### src/rtl/control_sequencer.sv
// control_sequencer: microcode sequencer for the 8-bit CPU.
// It steps through instruction T-states and decodes the opcode nibble plus
// the carry/zero flags into the 16-bit control word for the datapath.
// Build option: define CTRL_EARLY_STEP_RESET_EN to end each instruction right
// after its last non-zero micro-step instead of always running STEPS cycles.
// STEPS must lie in 5..8 so that the step number fits in o_step.

module control_sequencer #(
  parameter int STEPS = 5
) (
  input  logic        i_clk,
  input  logic        i_rst,
  input  logic [3:0]  i_opcode,
  input  logic        i_flag_carry,
  input  logic        i_flag_zero,
  output logic [2:0]  o_step,
  output logic        o_halted,
  output logic [15:0] o_ctrl
);

  typedef enum logic [3:0] {
    OpNop = 4'h0,
    OpLda = 4'h1,
    OpAdd = 4'h2,
    OpSub = 4'h3,
    OpSta = 4'h4,
    OpLdi = 4'h5,
    OpJmp = 4'h6,
    OpJc  = 4'h7,
    OpJz  = 4'h8,
    OpOut = 4'hE,
    OpHlt = 4'hF
  } opcode_e;

  // Control word bit positions
  localparam logic [15:0] CtrlHlt = 16'h8000;
  localparam logic [15:0] CtrlMi  = 16'h4000;
  localparam logic [15:0] CtrlRi  = 16'h2000;
  localparam logic [15:0] CtrlRo  = 16'h1000;
  localparam logic [15:0] CtrlIo  = 16'h0800;
  localparam logic [15:0] CtrlIi  = 16'h0400;
  localparam logic [15:0] CtrlAi  = 16'h0200;
  localparam logic [15:0] CtrlAo  = 16'h0100;
  localparam logic [15:0] CtrlEo  = 16'h0080;
  localparam logic [15:0] CtrlSu  = 16'h0040;
  localparam logic [15:0] CtrlBi  = 16'h0020;
  localparam logic [15:0] CtrlOi  = 16'h0010;
  localparam logic [15:0] CtrlCe  = 16'h0008;
  localparam logic [15:0] CtrlCo  = 16'h0004;
  localparam logic [15:0] CtrlJ   = 16'h0002;
  localparam logic [15:0] CtrlFi  = 16'h0001;

  localparam logic [2:0] LastStep = 3'(STEPS - 1);

  opcode_e     op;
  logic [2:0]  step_q, step_d;
  logic        halted_q, halted_d;
  logic [2:0]  endStep;
  logic [15:0] ctrl;

  assign op = opcode_e'(i_opcode);

`ifdef CTRL_EARLY_STEP_RESET_EN
  logic [2:0] opLastStep;

  // Last micro-step that does real work for the current opcode; step 2 always runs
  always_comb begin
    opLastStep = 3'd2;
    case (op)
      OpLda, OpSta: opLastStep = 3'd3;
      OpAdd, OpSub: opLastStep = 3'd4;
      default:      opLastStep = 3'd2;
    endcase
  end

  assign endStep = (opLastStep < LastStep) ? opLastStep : LastStep;
`else
  assign endStep = LastStep;
`endif

  // Next-state for the step counter and halt latch; halting freezes the counter at 2
  always_comb begin
    step_d   = step_q;
    halted_d = halted_q;
    if (!halted_q) begin
      if (step_q == 3'd2 && op == OpHlt) begin
        halted_d = 1'b1;
      end else if (step_q >= endStep) begin
        step_d = 3'd0;
      end else begin
        step_d = step_q + 3'd1;
      end
    end
  end

  // Sequencer state registers, cleared asynchronously by reset
  always_ff @(posedge i_clk or posedge i_rst) begin
    if (i_rst) begin
      step_q   <= 3'd0;
      halted_q <= 1'b0;
    end else begin
      step_q   <= step_d;
      halted_q <= halted_d;
    end
  end

  // Control word decode: fetch is common, execute depends on opcode and flags
  always_comb begin
    ctrl = 16'h0000;
    if (halted_q) begin
      ctrl = CtrlHlt;
    end else begin
      case (step_q)
        3'd0: ctrl = CtrlMi | CtrlCo;
        3'd1: ctrl = CtrlRo | CtrlIi | CtrlCe;
        3'd2: begin
          case (op)
            OpLda, OpAdd, OpSub, OpSta: ctrl = CtrlIo | CtrlMi;
            OpLdi: ctrl = CtrlIo | CtrlAi;
            OpJmp: ctrl = CtrlIo | CtrlJ;
            OpJc:  ctrl = i_flag_carry ? (CtrlIo | CtrlJ) : 16'h0000;
            OpJz:  ctrl = i_flag_zero ? (CtrlIo | CtrlJ) : 16'h0000;
            OpOut: ctrl = CtrlAo | CtrlOi;
            OpHlt: ctrl = CtrlHlt;
            default: ctrl = 16'h0000;
          endcase
        end
        3'd3: begin
          case (op)
            OpLda:        ctrl = CtrlRo | CtrlAi;
            OpAdd, OpSub: ctrl = CtrlRo | CtrlBi;
            OpSta:        ctrl = CtrlAo | CtrlRi;
            default:      ctrl = 16'h0000;
          endcase
        end
        3'd4: begin
          case (op)
            OpAdd:   ctrl = CtrlEo | CtrlAi | CtrlFi;
            OpSub:   ctrl = CtrlEo | CtrlAi | CtrlSu | CtrlFi;
            default: ctrl = 16'h0000;
          endcase
        end
        default: ctrl = 16'h0000;
      endcase
    end
  end

  assign o_step   = step_q;
  assign o_halted = halted_q;
  assign o_ctrl   = ctrl;

endmodule

### config.mk
export PLATFORM = sky130hd
export DESIGN_NAME = control_sequencer
export DESIGN_NICKNAME = d
export VERILOG_FILES = /design/src/rtl/control_sequencer.sv
export SDC_FILE = /design/constraint.sdc
export NUM_CORES = 1
export LEC_CHECK = 0
export ABC_AREA = 1
export CORE_UTILIZATION = 40
export CTS_BUF_LIST = sky130_fd_sc_hd__clkbuf_2 sky130_fd_sc_hd__clkbuf_4 sky130_fd_sc_hd__clkbuf_8
export DETAILED_ROUTE_END_ITERATION = 7
export PLACE_DENSITY = 0.82
export SYNTH_ARGS = -nofsm -noshare
export SYNTH_HDL_FRONTEND = slang
export SYNTH_SLANG_ARGS = --single-unit
### constraint.sdc
create_clock -name i_clk -period 1.56 [get_ports i_clk]
set_input_delay 0.312 -clock i_clk [delete_from_list [all_inputs] [get_ports i_clk]]
set_output_delay 0.312 -clock i_clk [all_outputs]
set_load 0.02 [all_outputs]
# --- Word level (Yosys, flattened, before mapping) ---
# Cells that the tools add are included.
word_totals:
  register_bits: 4
  out_inout_bits: 20
  wordCells: 35
classes:
  addsub: 1
  n_lt_le_gt_ge: 1
  eq_ne: 14
  mux: 10
  bitwise_logic: 2
  n_reduce_logical: 5
op_table:
  columns: ["op", "count"]
  rows:
  - ["16-bit one-hot mux with 7 select lines", 1]
  - ["16-bit one-hot mux with 5 select lines", 1]
  - ["14-bit one-hot mux with 3 select lines", 1]
  - ["12-bit 2-to-1 mux", 2]
  - ["10-bit one-hot mux with 2 select lines", 1]
  - ["4-bit by 3-bit equality test with 1-bit output, second input constant", 4]
  - ["16-bit 2-to-1 mux", 1]
  - ["4-bit equality test, second input constant", 3]
  - ["4-bit by 2-bit equality test with 1-bit output, second input constant", 2]
  - ["3-bit by 2-bit equality test with 1-bit output, second input constant", 2]
  - ["4-bit by 1-bit equality test with 1-bit output, second input constant", 1]
  - ["4-bit OR reduction", 1]
  - ["3-bit by 1-bit adder with 3-bit output, second input constant", 1]
  - ["3-bit by 1-bit equality test with 1-bit output, second input constant", 1]
  - ["3-bit equality test, second input constant", 1]
  - ["3-bit greater-or-equal comparator, second input constant", 1]
  - ["3-bit logical NOT", 1]
  - ["3-bit 2-to-1 mux", 1]
  - ["1-bit 2-to-1 mux", 2]
  - ["1-bit inverter", 2]
  - ["2-bit AND reduction", 1]
  - ["2-bit OR reduction", 1]
  - ["1-bit logical AND", 1]

# --- Logic depth before layout (Yosys ltp) ---
# Gate-level depths: netlist of run 1.
depth:
  ltp_word: 5
  mapped_depth: 8
  depth_no_buf: 8

# --- Least setup slack after synthesis of run 1 ---
# Ideal clock, no wire load.
synth_timing:
  path_type: "reg-to-output"
  startpoint: "reg step_q[0] (netlist: o_step[0])"
  endpoint: "out o_ctrl[8]"
  t_arrival_ps: 1379
  t_required_ps: 1248
  setup_slack_ps: -131
  stages_incl_launch_ff: 5
  n_path_buf: 0
  cell_sequence: "dfrtp_1 > ha_1 > ha_1 > nand3_1 > a21oi_1"
synth_between:
  elab_chain_cells: 3
  elab_cells_between_ends: 7
synth_rtl:
  columns: ["item", "line", "text"]
  rows:
  - ["from (decl)", "56", "logic [2:0] step_q, step_d;"]
  - ["from (signal assigned)", "102", "step_q <= step_d;"]
  - ["3-bit equality test (tied with other cells)", "113", "case (step_q)"]
  - ["16-bit one-hot mux with 5 select lines *", "113", null]
  - ["16-bit 2-to-1 mux *", "110", "if (halted_q) begin"]
  - ["to (decl)", "18", "output logic [15:0] o_ctrl"]
# Every way passes the cells marked *; elsewhere a longest branch is shown, timed or not.

# --- Final worst setup path of run 1 ---
layout_timing:
  startpoint: "reg step_q[0] (netlist: o_step[0])"
  endpoint: "out o_ctrl[9]"
# The elaborated chain is that of the path after synthesis.

==> flow_metrics.env, run 1 <==
export IMPL_outcome="finished with violations"
export IMPL_violations="negative setup slack"
export IMPL_gp_congestion=0.875
export IMPL_area_growth_pct=95.4
export IMPL_fillers=53
export IMPL_synth_top_family_by_area="simple AND/OR/NAND/NOR gates"
export IMPL_peakVddDrop_mv=0.282
export IMPL_final_setup_viol_count=16
export IMPL_synthAdderAreaFrac=0.114
export IMPL_worst_slack_ns=-0.346
export IMPL_synthSimpleGateAreaFrac=0.442
export IMPL_die_x_um=39.1
export IMPL_numClockSinks=4
export IMPL_multi_input_area_um2=435
export IMPL_synthCells=90
export IMPL_globalRouteMet1Util=0.353
export IMPL_final_cell_mix="22 x nand2_1, 22 x buf_4, 11 x buf_6, 8 x inv_2, 8 x nor2_1"
export IMPL_min_period_ns=1.91
export IMPL_synth_distinct_cells=20
export IMPL_synth_area_um2=549
export IMPL_ant_nets=0
export IMPL_vias_per_cell=5.38
export IMPL_grt_pass1_vias=801
export IMPL_synthXorXnorAreaFrac=0
export IMPL_ff_latch_area_um2=103
export IMPL_core_area_um2=1190
export IMPL_ys_ff_latch=4
export IMPL_drv_cap=0
export IMPL_synth_fp_nets=103
export IMPL_place_area_um2=975
export IMPL_synth_area_leaders="dfrtp_1 18%, nand2_1 17%, ha_1 11%, nor2_1 7.5%, inv_1 6.8%"
export IMPL_skew_ns=0.00580
export IMPL_grt_max_degree=9
export IMPL_ios=28
export IMPL_clockBufferDepth=2
export IMPL_place_hpwl_um=1340
export IMPL_grt_pass1_wl_um=3510
export IMPL_cts_root_buf="clkbuf_4"
export IMPL_met2_usage=0.642
export IMPL_rsz0062_at_grt="true"
export IMPL_vias=818
export IMPL_dr_pass1_iters=4
export IMPL_slew_headroom=0.832
export IMPL_antenna_found_initial=0
export IMPL_cp_num_buf_inv=3
export IMPL_fmax_mhz=525
export IMPL_critPathLaunch="o_step[0]$_DFFE_PP0P_"
export IMPL_synth_yosys_seq_area_share=0.182
export IMPL_h_tree_depth=1
export IMPL_power_density_nw_per_um2=330
export IMPL_busiest_layer="met2"
export IMPL_synth_compound_area_frac=0.0957
export IMPL_report_power_total_w=0.000354
export IMPL_synth_mux_area_frac=0
export IMPL_synth_top_cell_area_share=0.182
export IMPL_cp_required_ns=1.25
export IMPL_clkSlewWorstSetupHoldPaths_ns=0.05
export IMPL_instances_no_fill=152
export IMPL_avgSynthCellArea_um2=6.10
export IMPL_drt_initial_drc_count=15
export IMPL_hold_path_class="input pin to async pin"
export IMPL_place_inst=145
export IMPL_slowest_stage="dfrtp_2"
export IMPL_clk_latency_ns=0.25
export IMPL_hold_viol_final=0
export IMPL_synth_top_area_cell="dfrtp_1"
export IMPL_gr_total_overflow=0
export IMPL_cp_data_arrival_time_ns=1.59
export IMPL_nets=152
export IMPL_grtUsageTotal=0.354
export IMPL_crit_path_frequent_cell="nand2_1"
export IMPL_antenna_cells=0
export IMPL_grt_use_met3=0.104
export IMPL_wl_per_cell_um=15.7
export IMPL_cp_cell_sequence="inv_2, ha_2, nand2_2, inv_2, nand2_1, a21oi_2, nand2_1, nand2_1, buf_6"
export IMPL_cts_buffers=3
export IMPL_leakagePower_nw=0.523
export IMPL_routed_wl_um=2390
export IMPL_critPathTopFamily="flip-flops"
export IMPL_whs_ns=0.280
export IMPL_rows=12
export IMPL_cts_tree="done"
export IMPL_ys_warn_count=0
export IMPL_rr_startpoint="o_step[0]$_DFFE_PP0P_"
export IMPL_drive_gt1_frac=0.551
export IMPL_start_util=0.463
export IMPL_port_buffers=27
export IMPL_final_cell_area_um2=1070
export IMPL_cp_max_fo=5
export IMPL_worst_pin_slew_ns=0.252
export IMPL_pre_cts_ws_ns=-0.840
export IMPL_crit_path_max_incr_delay_ns=0.43
export IMPL_maxSlewViolCount=0
export IMPL_die_h_um=39.1
export IMPL_die_area_um2=1530
export IMPL_drcViolationCount=0
export IMPL_start_kind="flip-flop"
export IMPL_finalCritPeriodShare=1.22
export IMPL_end_kind="output pin"
export IMPL_path_class="flip-flop to output pin"
==> power breakdown <==
group           total, W  internal, W  leakage (nW)  switching (W)
combinational  0.0000692    0.0000300         0.463      0.0000391
clock           0.000181     0.000115        0.0184      0.0000659
sequential      0.000104     0.000104        0.0421              0
total           0.000354     0.000249         0.523       0.000105
==> worst paths after layout <==
check / end / slack, ns / depth (start not counted)
min reg2reg: o_step[0]$_DFFE_PP0P_ / 0.66 / 2
max in group asynchronous: o_step[0]$_DFFE_PP0P_ / 1.09 / 2
min: o_halted$_DFF_PP0_ / 0.28 / 2
max reg2reg: o_step[0]$_DFFE_PP0P_ / 0.09 / 9
min in group i_clk: o_step[0]$_DFFE_PP0P_ / 0.66 / 2
max: o_ctrl[9] / -0.35 / 9
==> cells in the mapped netlist (all sizes together) <==
cell	count
buf	3
a21oi	4
o21ai	3
nand2	29
o21bai	1
nor3	1
inv	15
ha	5
nand4	1
dfrtp	4
o22ai	1
nor2	16
nand3	7
==> final cells by class <==
cell class	instances	share of cell area
Clock buffer	4	0.0280
Inverter	15	0.0524
Multi-Input combinational cell	68	0.406
Sequential cell	4	0.0956
Tap cell	14	0.0163
Timing Repair Buffer	47	0.402
==> sequential cells by signal, summed over array words and instances (netlist names) <==
register  flops
o_halted      1
o_step        3
==> cells by family (layout without fill, tap and decap cells) <==
kind of cell / count (synthesis) / in the layout
AOI/OAI and AO/OA: 9 / 9
adders and majority gates: 5 / 5
buffers and inverters: 18 / 66
DFF: 4 / 4
and+or+nand+nor: 54 / 54
==> stage by stage <==
step           utilization  setup TNS [ns]
2_1_floorplan            -         -0.0840
6_report             0.905           -3.80
4_1_cts              0.893           -3.45
3_5_place_dp         0.822          -11.38
3_3_place_gp         0.822          -10.64
5_1_grt              0.905           -4.95
==> metal layers <==
metal	up-vias	wire [um]
li1	376	-
met1	387	865
met2	47	1310
met3	8	133
met4	0	72
met5	-	0
==> repair_timing <==
| item | CTS | global route |
|---|---|---|
| gates resized for setup | 110 | 7 |
| pin swaps | 6 | 1 |
| endpoints found under the setup margin | 20 | 17 |
| gates cloned | 0 | 0 |
| buffers inserted | 3 | 0 |
| hold buffers | 0 | 0 |
| hold endpoints to repair | 0 | 0 |
No activity file was read; power rests on OpenSTA's default activity.
==> run 2, diff against run 1 <==
Settings changed: CAP_MARGIN from default to 20.
==> results of run 2 <==
No change in the layout: final DEF, timing and power equal those of run 1.
